$ cat src/rtl/grey_counter_n_if.sv
// Bundles the control inputs and count/status outputs of grey_counter_n.
// master: the driver (logic-analyzer side); slave: the counter itself.
interface grey_counter_n_if #(
    parameter int WIDTH = 6
);
    logic             incr;
    logic             dir;
    logic             load;
    logic [WIDTH-1:0] load_val;
    logic             sat;
    logic [WIDTH-1:0] grey;
    logic [WIDTH-1:0] bin;
    logic             wrap;
    logic             at_max;
    logic             at_min;
    logic             err;

    modport master (
        output incr, dir, load, load_val, sat,
        input  grey, bin, wrap, at_max, at_min, err
    );

    modport slave (
        input  incr, dir, load, load_val, sat,
        output grey, bin, wrap, at_max, at_min, err
    );
endinterface

$ cat src/rtl/grey_counter_n.sv
// grey_counter_n: parametrised up/down Gray-code counter with synchronous
// load, wrap/saturate ends, binary readback, wrap pulse and end flags.
// Both the Gray and binary counts are held in their own registers, so the
// Gray output is glitch-free.
// Optional macro GREY_COUNTER_N_CHECK_EN builds a sticky Gray-adjacency
// checker driving err; without it err is tied low.
module grey_counter_n #(
    parameter int          WIDTH     = 6,
    parameter int unsigned RESET_VAL = 0
) (
    input  logic             clk,
    input  logic             rst,
    grey_counter_n_if.slave  bus
);
    localparam logic [WIDTH-1:0] MAX_VAL  = '1;
    localparam logic [WIDTH-1:0] RST_BIN  = WIDTH'(RESET_VAL);
    localparam logic [WIDTH-1:0] RST_GREY = RST_BIN ^ (RST_BIN >> 1);

    logic [WIDTH-1:0] bin_q;
    logic [WIDTH-1:0] grey_q;
    logic             wrap_q;
    logic [WIDTH-1:0] next_bin;
    logic [WIDTH-1:0] next_grey;
    logic             next_wrap;

    // Next count: load beats step, step beats hold; the ends either wrap or saturate.
    always_comb begin
        next_bin  = bin_q;
        next_wrap = 1'b0;
        if (bus.load) begin
            next_bin = bus.load_val;
        end else if (bus.incr) begin
            if (bus.dir) begin
                if (bin_q != MAX_VAL) begin
                    next_bin = bin_q + WIDTH'(1);
                end else if (!bus.sat) begin
                    next_bin  = '0;
                    next_wrap = 1'b1;
                end
            end else begin
                if (bin_q != '0) begin
                    next_bin = bin_q - WIDTH'(1);
                end else if (!bus.sat) begin
                    next_bin  = MAX_VAL;
                    next_wrap = 1'b1;
                end
            end
        end
        next_grey = next_bin ^ (next_bin >> 1);
    end

    // Count registers: the Gray code is registered directly from the next binary value.
    always_ff @(posedge clk or posedge rst) begin
        if (rst) begin
            bin_q  <= RST_BIN;
            grey_q <= RST_GREY;
            wrap_q <= 1'b0;
        end else begin
            bin_q  <= next_bin;
            grey_q <= next_grey;
            wrap_q <= next_wrap;
        end
    end

    assign bus.bin    = bin_q;
    assign bus.grey   = grey_q;
    assign bus.wrap   = wrap_q;
    assign bus.at_max = (bin_q == MAX_VAL);
    assign bus.at_min = (bin_q == '0);

`ifdef GREY_COUNTER_N_CHECK_EN
    logic [WIDTH-1:0] grey_d;
    logic             prev_load;
    logic             err_q;
    logic [WIDTH-1:0] grey_diff;
    logic             multi_bit;

    // A change of more than one bit is a fault; zero- or one-bit changes are fine.
    always_comb begin
        grey_diff = grey_q ^ grey_d;
        multi_bit = (grey_diff & (grey_diff - WIDTH'(1))) != '0;
    end

    // Remember the previous Gray value and whether it came from a load; latch any fault until reset.
    always_ff @(posedge clk or posedge rst) begin
        if (rst) begin
            grey_d    <= RST_GREY;
            prev_load <= 1'b0;
            err_q     <= 1'b0;
        end else begin
            grey_d    <= grey_q;
            prev_load <= bus.load;
            if (!prev_load && multi_bit) begin
                err_q <= 1'b1;
            end
        end
    end

    assign bus.err = err_q;
`else
    assign bus.err = 1'b0;
`endif
endmodule

$ cat src/flat_wrapper.sv
// flat-port wrapper written by rule: the top's interface ports become plain ports
module grey_counter_n_flat 
#(
    parameter int          WIDTH     = 6,
    parameter int unsigned RESET_VAL = 0
)
  (clk, rst, bus_incr, bus_dir, bus_load, bus_load_val, bus_sat, bus_grey, bus_bin, bus_wrap, bus_at_max, bus_at_min, bus_err);
  grey_counter_n_if #(.WIDTH(WIDTH)) bus_i ();
  input  logic clk;
  input  logic rst;
  input wire logic [$bits(bus_i.incr)-1:0] bus_incr;
  input wire logic [$bits(bus_i.dir)-1:0] bus_dir;
  input wire logic [$bits(bus_i.load)-1:0] bus_load;
  input wire logic [$bits(bus_i.load_val)-1:0] bus_load_val;
  input wire logic [$bits(bus_i.sat)-1:0] bus_sat;
  output wire logic [$bits(bus_i.grey)-1:0] bus_grey;
  output wire logic [$bits(bus_i.bin)-1:0] bus_bin;
  output wire logic [$bits(bus_i.wrap)-1:0] bus_wrap;
  output wire logic [$bits(bus_i.at_max)-1:0] bus_at_max;
  output wire logic [$bits(bus_i.at_min)-1:0] bus_at_min;
  output wire logic [$bits(bus_i.err)-1:0] bus_err;
  assign bus_i.incr = bus_incr;
  assign bus_i.dir = bus_dir;
  assign bus_i.load = bus_load;
  assign bus_i.load_val = bus_load_val;
  assign bus_i.sat = bus_sat;
  assign bus_grey = bus_i.grey;
  assign bus_bin = bus_i.bin;
  assign bus_wrap = bus_i.wrap;
  assign bus_at_max = bus_i.at_max;
  assign bus_at_min = bus_i.at_min;
  assign bus_err = bus_i.err;
  grey_counter_n #(.WIDTH(WIDTH), .RESET_VAL(RESET_VAL)) u_core (.clk(clk), .rst(rst), .bus(bus_i));
endmodule
$ cat config.mk
export PLATFORM = sky130hd
export DESIGN_NAME = grey_counter_n_flat
export DESIGN_NICKNAME = d
export VERILOG_FILES = /design/src/rtl/grey_counter_n_if.sv /design/src/rtl/grey_counter_n.sv /design/src/flat_wrapper.sv
export SDC_FILE = /design/constraint.sdc
export NUM_CORES = 1
export LEC_CHECK = 0
export ABC_AREA = 0
export BUFFER_PORTS_ARGS = -buffer_cell sky130_fd_sc_hd__buf_4
export CAP_MARGIN = 20
export CORE_MARGIN = 1.5
export CORE_UTILIZATION = 55
export DETAILED_ROUTE_END_ITERATION = 8
export PLACE_DENSITY = 0.9
export SLEW_MARGIN = 10
export SYNTH_ARGS = -nofsm -noshare
export SYNTH_HDL_FRONTEND = slang
export SYNTH_SLANG_ARGS = --single-unit
$ cat constraint.sdc
create_clock -name clk -period 7.3 [get_ports clk]
set_input_delay 1.095 -clock clk [delete_from_list [all_inputs] [get_ports clk]]
set_output_delay 1.095 -clock clk [all_outputs]
set_load 0.005 [all_outputs]
# After elaboration in Yosys (flattened, before gate mapping)
# Index checks and enable logic that the tools add are counted.
# word_totals
regBits	13
output_inout_bits	16
elab_cells	23
input_bits	12
# op_classes
n_eq_ne	2
reduce_logical	2
n_mux	13
bitwise	1
add_sub_neg	2
# op_table
cell	n
$mux 6	7
$add 6x1->6 const B	1
$eq 6x6->1 const B	1
$logic_not 6->1	1
$mux 1	6
$ne 6x6->1 const B	1
$reduce_bool 6->1	1
$sub 6x1->6 const B	1
$xor 6x5->6	1

# Longest topological paths before layout
# Gate-level depths: netlist of the first run.
# logic_depth
word_depth	6
depth_mapped	9

# Worst setup path before layout of the first run
# Ideal clock, no wire load.
# synth_path
path_kind	register to output
start	register u_core.bin_q[1] (netlist: u_core.bus.bin[1])
end	output bus_at_min
path_slack_ns	4.692
t_arrival_ns	1.513
n_path_buf	2
path_stages_with_launch	7
cell_sequence	dfrtp_1 -> clkbuf_1 -> inv_1 -> ha_1 -> or3b_1 -> buf_2 -> nor2_1
# synth_between
elab_chain_cells	1
# synth_rtl
item	line_no	text
start: declaration	grey_counter_n.sv:19	logic [WIDTH-1:0] bin_q;
start signal: assignment	grey_counter_n.sv:59	bin_q <= next_bin;
$logic_not 6->1	grey_counter_n.sv:69	assign bus.at_min = (bin_q == '0);
end: declaration	flat_wrapper.sv:20	output wire logic [$bits(bus_i.at_min)-1:0] bus_at_min;
# No other way between the ends.

# Worst setup path after layout of the first run
# layout_path
start	register u_core.bin_q[0] (netlist: u_core.bus.bin[0])
end	output bus_at_min
# Same word-level chain as after synthesis.

==> out/results.env, run 1 <==
DETAIL_ROUTE.VIAS_PER_CELL=6.28
OUTCOME='complete, no violations'
SYN-INSTANCE-COUNT=128
PLACE_AREA_SQ_UM=1190
POWER.DENSITY_nW_PER_UM2=186
SEQ_AREA_FRAC_SYNTH_PCT=29.3
CP.REQUIRED_NS=6.20
FINAL_CELL_AREA_SQ_UM=1220
FP.DIEH_UM=46.2
SETUP_VIOL_COUNT_FINAL=0
ROUTE.DETAILED.DRC=0
FIN_CELLS=170
DIE_AREA_SQ_UM=2130
MULTI_INPUT_GATE_AREA_IN_THE_FINAL_LAYOUT_SQ_UM=629
FLOORPLAN.ROWS=15
CTS.SINKS=12
TRITONCTS_CLOCK_TREE='built'
CLOCK.FMAX_GHz=0.326
YS.WARNINGS.COUNT=0
CTS_HOLD_BUF=0
CRITPATHMAXSTAGEDELAY_NS=0.48
AVERAGE_CELL_AREA_AFTER_SYNTHESIS_SQ_UM=8.02
GRT_START_MAX_NET_PINS=16
FF_TO_FF_PATH_DEPTH=7
CTS_MAX_LEVEL=1
PORTBUFFERS=26
SYNTH-MAIN-FF-CELL='sky130_fd_sc_hd__dfrtp_1'
CTS_ROOT_BUFFER='sky130_fd_sc_hd__clkbuf_4'
AREA_GROWTH_PCT=18.5
SETUP_REPAIR_AFTER_GLOBAL_ROUTING_MISSED_ITS_MARGIN='false'
TIMING.FINAL.MAX_SLEW_VIOLATIONS=0
CRITPATHKIND='reg -> out'
REGAREA_SQ_UM=300
NET-SWITCHING-POWER_uW=84.0
CLOCKBUFFERDEPTH=2
CTS_INSERTED_BUFFERS=3
ENDPOINT_KIND_OF_THE_WORST_SETUP_TIMING_PATH='output port'
HOLD_PATH_CLASS='reg -> reg'
SYNTH_NET_COUNT=143
GRT_USE_TOTAL_PCT=28.9
DRT_ITER0_DRCS=79
EDFF_COUNT_SYNTH=0
DESIGN.CORE.AREA_SQ_UM=1750
CLK_TRANSITION_REPORTED_PATHS_NS=0.07
INTERNAL_POWER_uW=142
WORST-ENDPOINT-ARRIVAL_NS=1.97
FINALHOLDVIOLATIONS=0
PATH_CELLS='inv_1 > ha_1 > or3b_1 > nor2_1 > buf_4'
VIA_COUNT=1068
FLOORPLAN.INITIALDENSITY_PCT=58.8
FINAL.PERIOD_UTILIZATION_PCT=42.0
POST_CTS.REPAIR.SETUP_BUFFERS=0
GRT_PASS1_WL_MM=4.28
WL_PER_CELL_UM=16.5
ROUTE.FINAL.WIRE_LENGTH_MM=2.81
PATH_MAX_FANOUT=9
ANTENNA-DIODE-COUNT=0
MAXCAPVIOLCOUNT=0
FIRST_GLOBAL_VIAS=918
DIE_X_EXTENT_UM=46.2
PIN_COUNT=28
SYNTHESIS.AREA_SQ_UM=1030
TOTAL_LEAKAGE_POWER_uW=0.000538
PLACE_CONGESTION=1.00
TOTALNEGATIVESETUPSLACK_NS=0
CLOCK_POWER_SHARE_PCT=16.9
CRITICAL-PATH-SLOWEST-CELL='sky130_fd_sc_hd__dfrtp_1'
INITIAL_ANTENNA_VIOLATION_COUNT=0
WORST_IR_DROP_VDD_V=0.000125
SWITCHING_SHARE_PCT=37.2
ASYNC_RESET_FF_SHARE_PCT=100
NUM-FILL-CELLS=153
GRT_REMAINING_OVERFLOW=0
YOSYS.CELL_TYPES.COUNT=48
POST_ROUTE_CELLS_DRIVE_ABOVE_1_SHARE_PCT=26.2
FLOP_AND_LATCH_COUNT_OUT_OF_SYNTHESIS=12
PWR-SHARE-COMB_PCT=40.8
PERIOD_MINUS_SLACK_NS=3.07
HPWLAFTERDP_MM=2.13
FINAL_NET_COUNT=162
TIMING.CLOCK.SKEW_NS=0.00254
P_SEQ_SHARE_PCT=42.3
FIRSTDRTPASSITERS=5
CRITICAL_PATH.STARTPOINT_TYPE='register'
CTSRESIZECOUNT=0
DPL.CELL_COUNT=167
WORSTHOLDPATHCELLS=2
DETAIL-ROUTE-ANTENNA-NETS=0
CLK_LATENCY_NS=0.27
## cells in the final DEF (no fill, tap or decap), types with 3 or more instances in the layout
cell / count
sky130_fd_sc_hd__clkbuf_4: 3
sky130_fd_sc_hd__nand2_1: 9
sky130_fd_sc_hd__xor2_1: 4
sky130_fd_sc_hd__nand3_1: 6
sky130_fd_sc_hd__nor3_1: 5
sky130_fd_sc_hd__inv_1: 10
sky130_fd_sc_hd__nor3b_1: 3
sky130_fd_sc_hd__nand4_1: 3
sky130_fd_sc_hd__ha_1: 3
sky130_fd_sc_hd__a21oi_1: 6
sky130_fd_sc_hd__a31oi_1: 4
sky130_fd_sc_hd__buf_4: 26
sky130_fd_sc_hd__dfrtp_1: 12
sky130_fd_sc_hd__o21ai_0: 6
sky130_fd_sc_hd__nor2b_1: 3
sky130_fd_sc_hd__nor2_1: 8
## layout make-up
class	instances	share of cell area, %
multi-input cells	94	51.7
flip-flops and latches	12	24.7
repair buffers	26	16.0
inverters	10	3.09
well taps	25	2.57
clock buffers	3	1.85
## stage by stage
stage          setup WS [ns]  hold WS [ns]  util, %  total power (uW)
4_1_cts                 4.24         0.783     69.7               226
2_1_floorplan           4.69         0.705        -               151
3_5_place_dp            4.54         0.761     68.4               188
5_1_grt                 4.09         0.847     69.7               240
3_3_place_gp            4.63         0.748     68.4               184
6_report                4.23         0.779     69.7               226
## layer usage
layer	up-vias	share of wire (%)	GRT usage (%)
li1	496	-	-
met1	485	37	35.9
met2	77	50	48.6
met3	10	10	7.45
met4	0	2.8	8.57
met5	-	0	0
## power by group through the flow
stage | clock [uW] | combinational [uW] | sequential [uW]
2_1_floorplan | 0 | 63.0 | 87.7
3_3_place_gp | 0 | 88.4 | 95.7
6_report | 38.3 | 92.0 | 95.5
4_1_cts | 39.5 | 91.3 | 95.1
5_1_grt | 42.2 | 101 | 97.7
3_5_place_dp | 0 | 91.1 | 96.5
## Yosys cell counts (3+ instances only)
cell,n,share of area [%]
sky130_fd_sc_hd__a21oi_1,6,2.9
sky130_fd_sc_hd__a31oi_1,4,2.4
sky130_fd_sc_hd__buf_2,5,2.4
sky130_fd_sc_hd__clkbuf_1,5,1.8
sky130_fd_sc_hd__dfrtp_1,12,29
sky130_fd_sc_hd__ha_1,3,3.7
sky130_fd_sc_hd__inv_1,10,3.7
sky130_fd_sc_hd__nand2_1,9,3.3
sky130_fd_sc_hd__nand3_1,6,2.9
sky130_fd_sc_hd__nand4_1,3,1.8
sky130_fd_sc_hd__nor2_1,8,2.9
sky130_fd_sc_hd__nor2b_1,3,1.8
sky130_fd_sc_hd__nor3_1,5,2.4
sky130_fd_sc_hd__nor3b_1,3,2.2
sky130_fd_sc_hd__o21ai_0,6,2.9
sky130_fd_sc_hd__xor2_1,4,3.4
## path summary, 6_finish.rpt
kind | endpoint | from | slack, ns
max in group asynchronous | u_core.bus.grey[2] | rst | 6.14
max reg2reg | u_core.bus.grey[2] | u_core.bus.bin[0] | 4.79
min | u_core.bus.bin[0] | u_core.bus.bin[0] | 0.78
min in group asynchronous | u_core.bus.grey[1] | rst | 0.84
max | bus_at_min | u_core.bus.bin[0] | 4.23
min reg2reg | u_core.bus.bin[0] | u_core.bus.bin[0] | 0.78
## registers in the layout, indices dropped and copies added (netlist names)
register         count
u_core.bus.wrap      1
u_core.bus.bin       6
u_core.bus.grey      5
## cell families (layout without fill, tap and decap cells)
family / after synthesis / after routing / synth area share [%]
other: 1 / 1 / 0.366
AOI/OAI and AO/OA: 37 / 37 / 27.7
DFF: 12 / 12 / 29.3
adders and majority gates: 3 / 3 / 3.66
and+or+nand+nor: 48 / 48 / 25.4
buffers and inverters: 22 / 39 / 9.39
xor gates and xnor gates: 5 / 5 / 4.27
## worst max-delay path: cells and delay by family, from the launching register on
kind / cells / cell delay [ns]
simple gates: 2 / 0.65
flops: 1 / 0.48
buf+inv: 2 / 0.35
fa+ha+maj: 1 / 0.23
Power figures use the tool's default switching activity.
==> inputs of run 2 (changes only) <==
--- a/config.mk
+++ b/config.mk
@@ -9,9 +9,9 @@
 export BUFFER_PORTS_ARGS = -buffer_cell sky130_fd_sc_hd__buf_4
 export CAP_MARGIN = 20
 export CORE_MARGIN = 1.5
-export CORE_UTILIZATION = 55
+export CORE_UTILIZATION = 51
 export DETAILED_ROUTE_END_ITERATION = 8
-export PLACE_DENSITY = 0.9
+export PLACE_DENSITY = 0.85
 export SLEW_MARGIN = 10
 export SYNTH_ARGS = -nofsm -noshare
 export SYNTH_HDL_FRONTEND = slang
==> constraint.sdc (replaced) <==
create_clock -name clk -period 3.05 [get_ports clk]
set_input_delay 0.4575 -clock clk [delete_from_list [all_inputs] [get_ports clk]]
set_output_delay 0.4575 -clock clk [all_outputs]
set_load 0.005 [all_outputs]
==> run 2 against run 1 <==
Compared with the run above:
- sequential power rose by 140%
- core utilization fell by 5.5 points
- combinational power rose by 130%
- wire length fell by 8.3%
- highest routed layer unchanged
- die area rose by 7.3%
- count of clock-buffer cells in the layout rose by 1
- largest cell class unchanged
- power rose to 2.5 times the previous value
- non-clock buffer count did not move
- design area rose by 1.3%
==> out/results.env, run 2 (synthesis gave the netlist of run 1 again) <==
PORTBUFFERS=26
PLACE_CONGESTION=1.05
CLK_TRANSITION_REPORTED_PATHS_NS=0.07
LAYOUT.CELLS.MOST_COMMON='sky130_fd_sc_hd__buf_4'
CRITPATHKIND='reg -> reg'
R2R_END='u_core.bus.grey[1]'
TRITONCTS_CLOCK_TREE='built'
GRT_PASS1_WL_MM=4.08
CTS_ROOT_BUFFER='sky130_fd_sc_hd__clkbuf_4'
HOLDWS_NS=0.179
CP.REQUIRED_NS=3.21
LARGEST_REGISTER_FFS=6
PERIOD_MINUS_SLACK_NS=2.44
TOTAL_LEAKAGE_POWER_uW=0.000546
LAYOUT.CELLS.MOST_COMMON_LIST='26 x sky130_fd_sc_hd__buf_4, 12 x sky130_fd_sc_hd__dfrtp_1, 10 x sky130_fd_sc_hd__inv_1, 9 x sky130_fd_sc_hd__nand2_1, 8 x sky130_fd_sc_hd__nor2_1'
MAXCAPVIOLCOUNT=0
WORST-ENDPOINT-ARRIVAL_NS=2.60
POWER.DENSITY_nW_PER_UM2=462
POST-ROUTE-UTIL_PCT=64.1
FLOORPLAN.INITIALDENSITY_PCT=53.4
TIMING.CLOCK.SKEW_NS=0.000878
FINAL_NET_COUNT=162
FINAL.PERIOD_UTILIZATION_PCT=80.0
CLOCK.FMAX_GHz=0.410
CTS.SINKS=12
TOTALNEGATIVESETUPSLACK_NS=0
ANTENNA-DIODE-COUNT=0
DESIGN.CORE.AREA_SQ_UM=1920
WORST_IR_DROP_VDD_V=0.000342
HPWLAFTERDP_MM=1.97
ENDPOINT_KIND_OF_THE_WORST_SETUP_TIMING_PATH='register'
POST_ROUTE_CELLS_DRIVE_ABOVE_1_SHARE_PCT=26.7
FF_TO_FF_PATH_DEPTH=7
POST_CTS.REPAIR.SETUP_BUFFERS=0
HOLD_PATH_CLASS='in -> async'
FIRST_GLOBAL_VIAS=882
CTSRESIZECOUNT=0
DETAIL-ROUTE-ANTENNA-NETS=0
ROUTE.DETAILED.DRC=0
CLK_LATENCY_NS=0.27
ROUTE.FINAL.WIRE_LENGTH_MM=2.58
WL_PER_CELL_UM=14.9
PLACE_AREA_SQ_UM=1200
VIA_COUNT=1065
SETUP_VIOL_COUNT_FINAL=0
SETUP_REPAIR_AFTER_GLOBAL_ROUTING_MISSED_ITS_MARGIN='false'
CTS_HOLD_BUF=0
DETAIL_ROUTE.VIAS_PER_CELL=6.16
CRITICAL_PATH.STARTPOINT_TYPE='register'
CTS_INSERTED_BUFFERS=3
R2R_SLACK_NS=0.61
PIN_COUNT=28
FIRSTDRTPASSITERS=4
FINAL_CELL_AREA_SQ_UM=1230
CTS_MAX_LEVEL=1
FLOORPLAN.ROWS=16
DRT_ITER0_DRCS=46
NUM-FILL-CELLS=175
FINALHOLDVIOLATIONS=0
GRT_REMAINING_OVERFLOW=0
DIE_X_EXTENT_UM=47.9
PATH_MAX_FANOUT=9
GRT_USE_TOTAL_PCT=26.0
REGTOREGSTARTPOINT='u_core.bus.bin[0]'
AREA_GROWTH_PCT=20.1
INITIAL_ANTENNA_VIOLATION_COUNT=0
TIMING.FINAL.MAX_SLEW_VIOLATIONS=0
OUTCOME='complete, no violations'
FP.DIEH_UM=47.9
GRT_START_MAX_NET_PINS=16
CLOCKBUFFERDEPTH=2
DIE_AREA_SQ_UM=2290
-- run 2: how the worst max path moves through the flow --
stage / start / end / cells past startpoint
global route: u_core.bus.bin[0] / u_core.bus.grey[1] / 7
CTS: u_core.bus.bin[0] / u_core.bus.grey[1] / 7
global placement: u_core.bus.bin[0] / u_core.bus.grey[1] / 7
floorplan: u_core.bus.bin[1] / u_core.bus.grey[4] / 9
finish: u_core.bus.bin[0] / u_core.bus.grey[1] / 7
detailed placement: u_core.bus.bin[0] / u_core.bus.grey[1] / 7
-- run 2: critical path, cell delays in order, from the launching register on --
cell and delay, ns:
sky130_fd_sc_hd__dfrtp_1 0.49, sky130_fd_sc_hd__inv_1 0.21, sky130_fd_sc_hd__ha_1 0.22, sky130_fd_sc_hd__or3b_1 0.46
sky130_fd_sc_hd__o211a_1 0.26, sky130_fd_sc_hd__a2111oi_2 0.37, sky130_fd_sc_hd__o21ai_2 0.15, sky130_fd_sc_hd__xor2_1 0.17
-- run 2: routing by layer --
layer / routed length [um] / GRT usage (%) / vias to the layer above
met1: 985 / 31.9 / 485
li1: - / - / 505
met2: 1300 / 44.8 / 68
met4: 37 / 8.11 / 0
met5: 0 / 0 / -
met3: 255 / 6.04 / 7
-- run 2: through the flow --
| stage | worst slack (ns) | total power [uW] | std cells |
|---|---|---|---|
| 3_3_place_gp | 0.730 | 441 | 169 |
| 6_report | 0.610 | 570 | 173 |
| 4_1_cts | 0.625 | 573 | 173 |
| 5_1_grt | 0.446 | 612 | 173 |
| 3_5_place_dp | 0.639 | 444 | 169 |
| 2_1_floorplan | 0.744 | 361 | 128 |
-- run 2: layout make-up --
cell class	instances	area (sq um)	area share, %
multi-input combinational	94	629	51.1
sequential	12	300	24.4
timing repair buffer	26	195	15.8
inverter	10	37.5	3.05
clock buffer	4	36.3	2.94
tap	27	33.8	2.74
-- run 2: power breakdown --
| part | total [uW] | internal, uW | switching (uW) |
|---|---|---|---|
| Clock | 126 | 72.7 | 53.5 |
| Sequential | 228 | 188 | 39.8 |
| Combinational | 216 | 106 | 110 |
| Total | 570 | 366 | 204 |
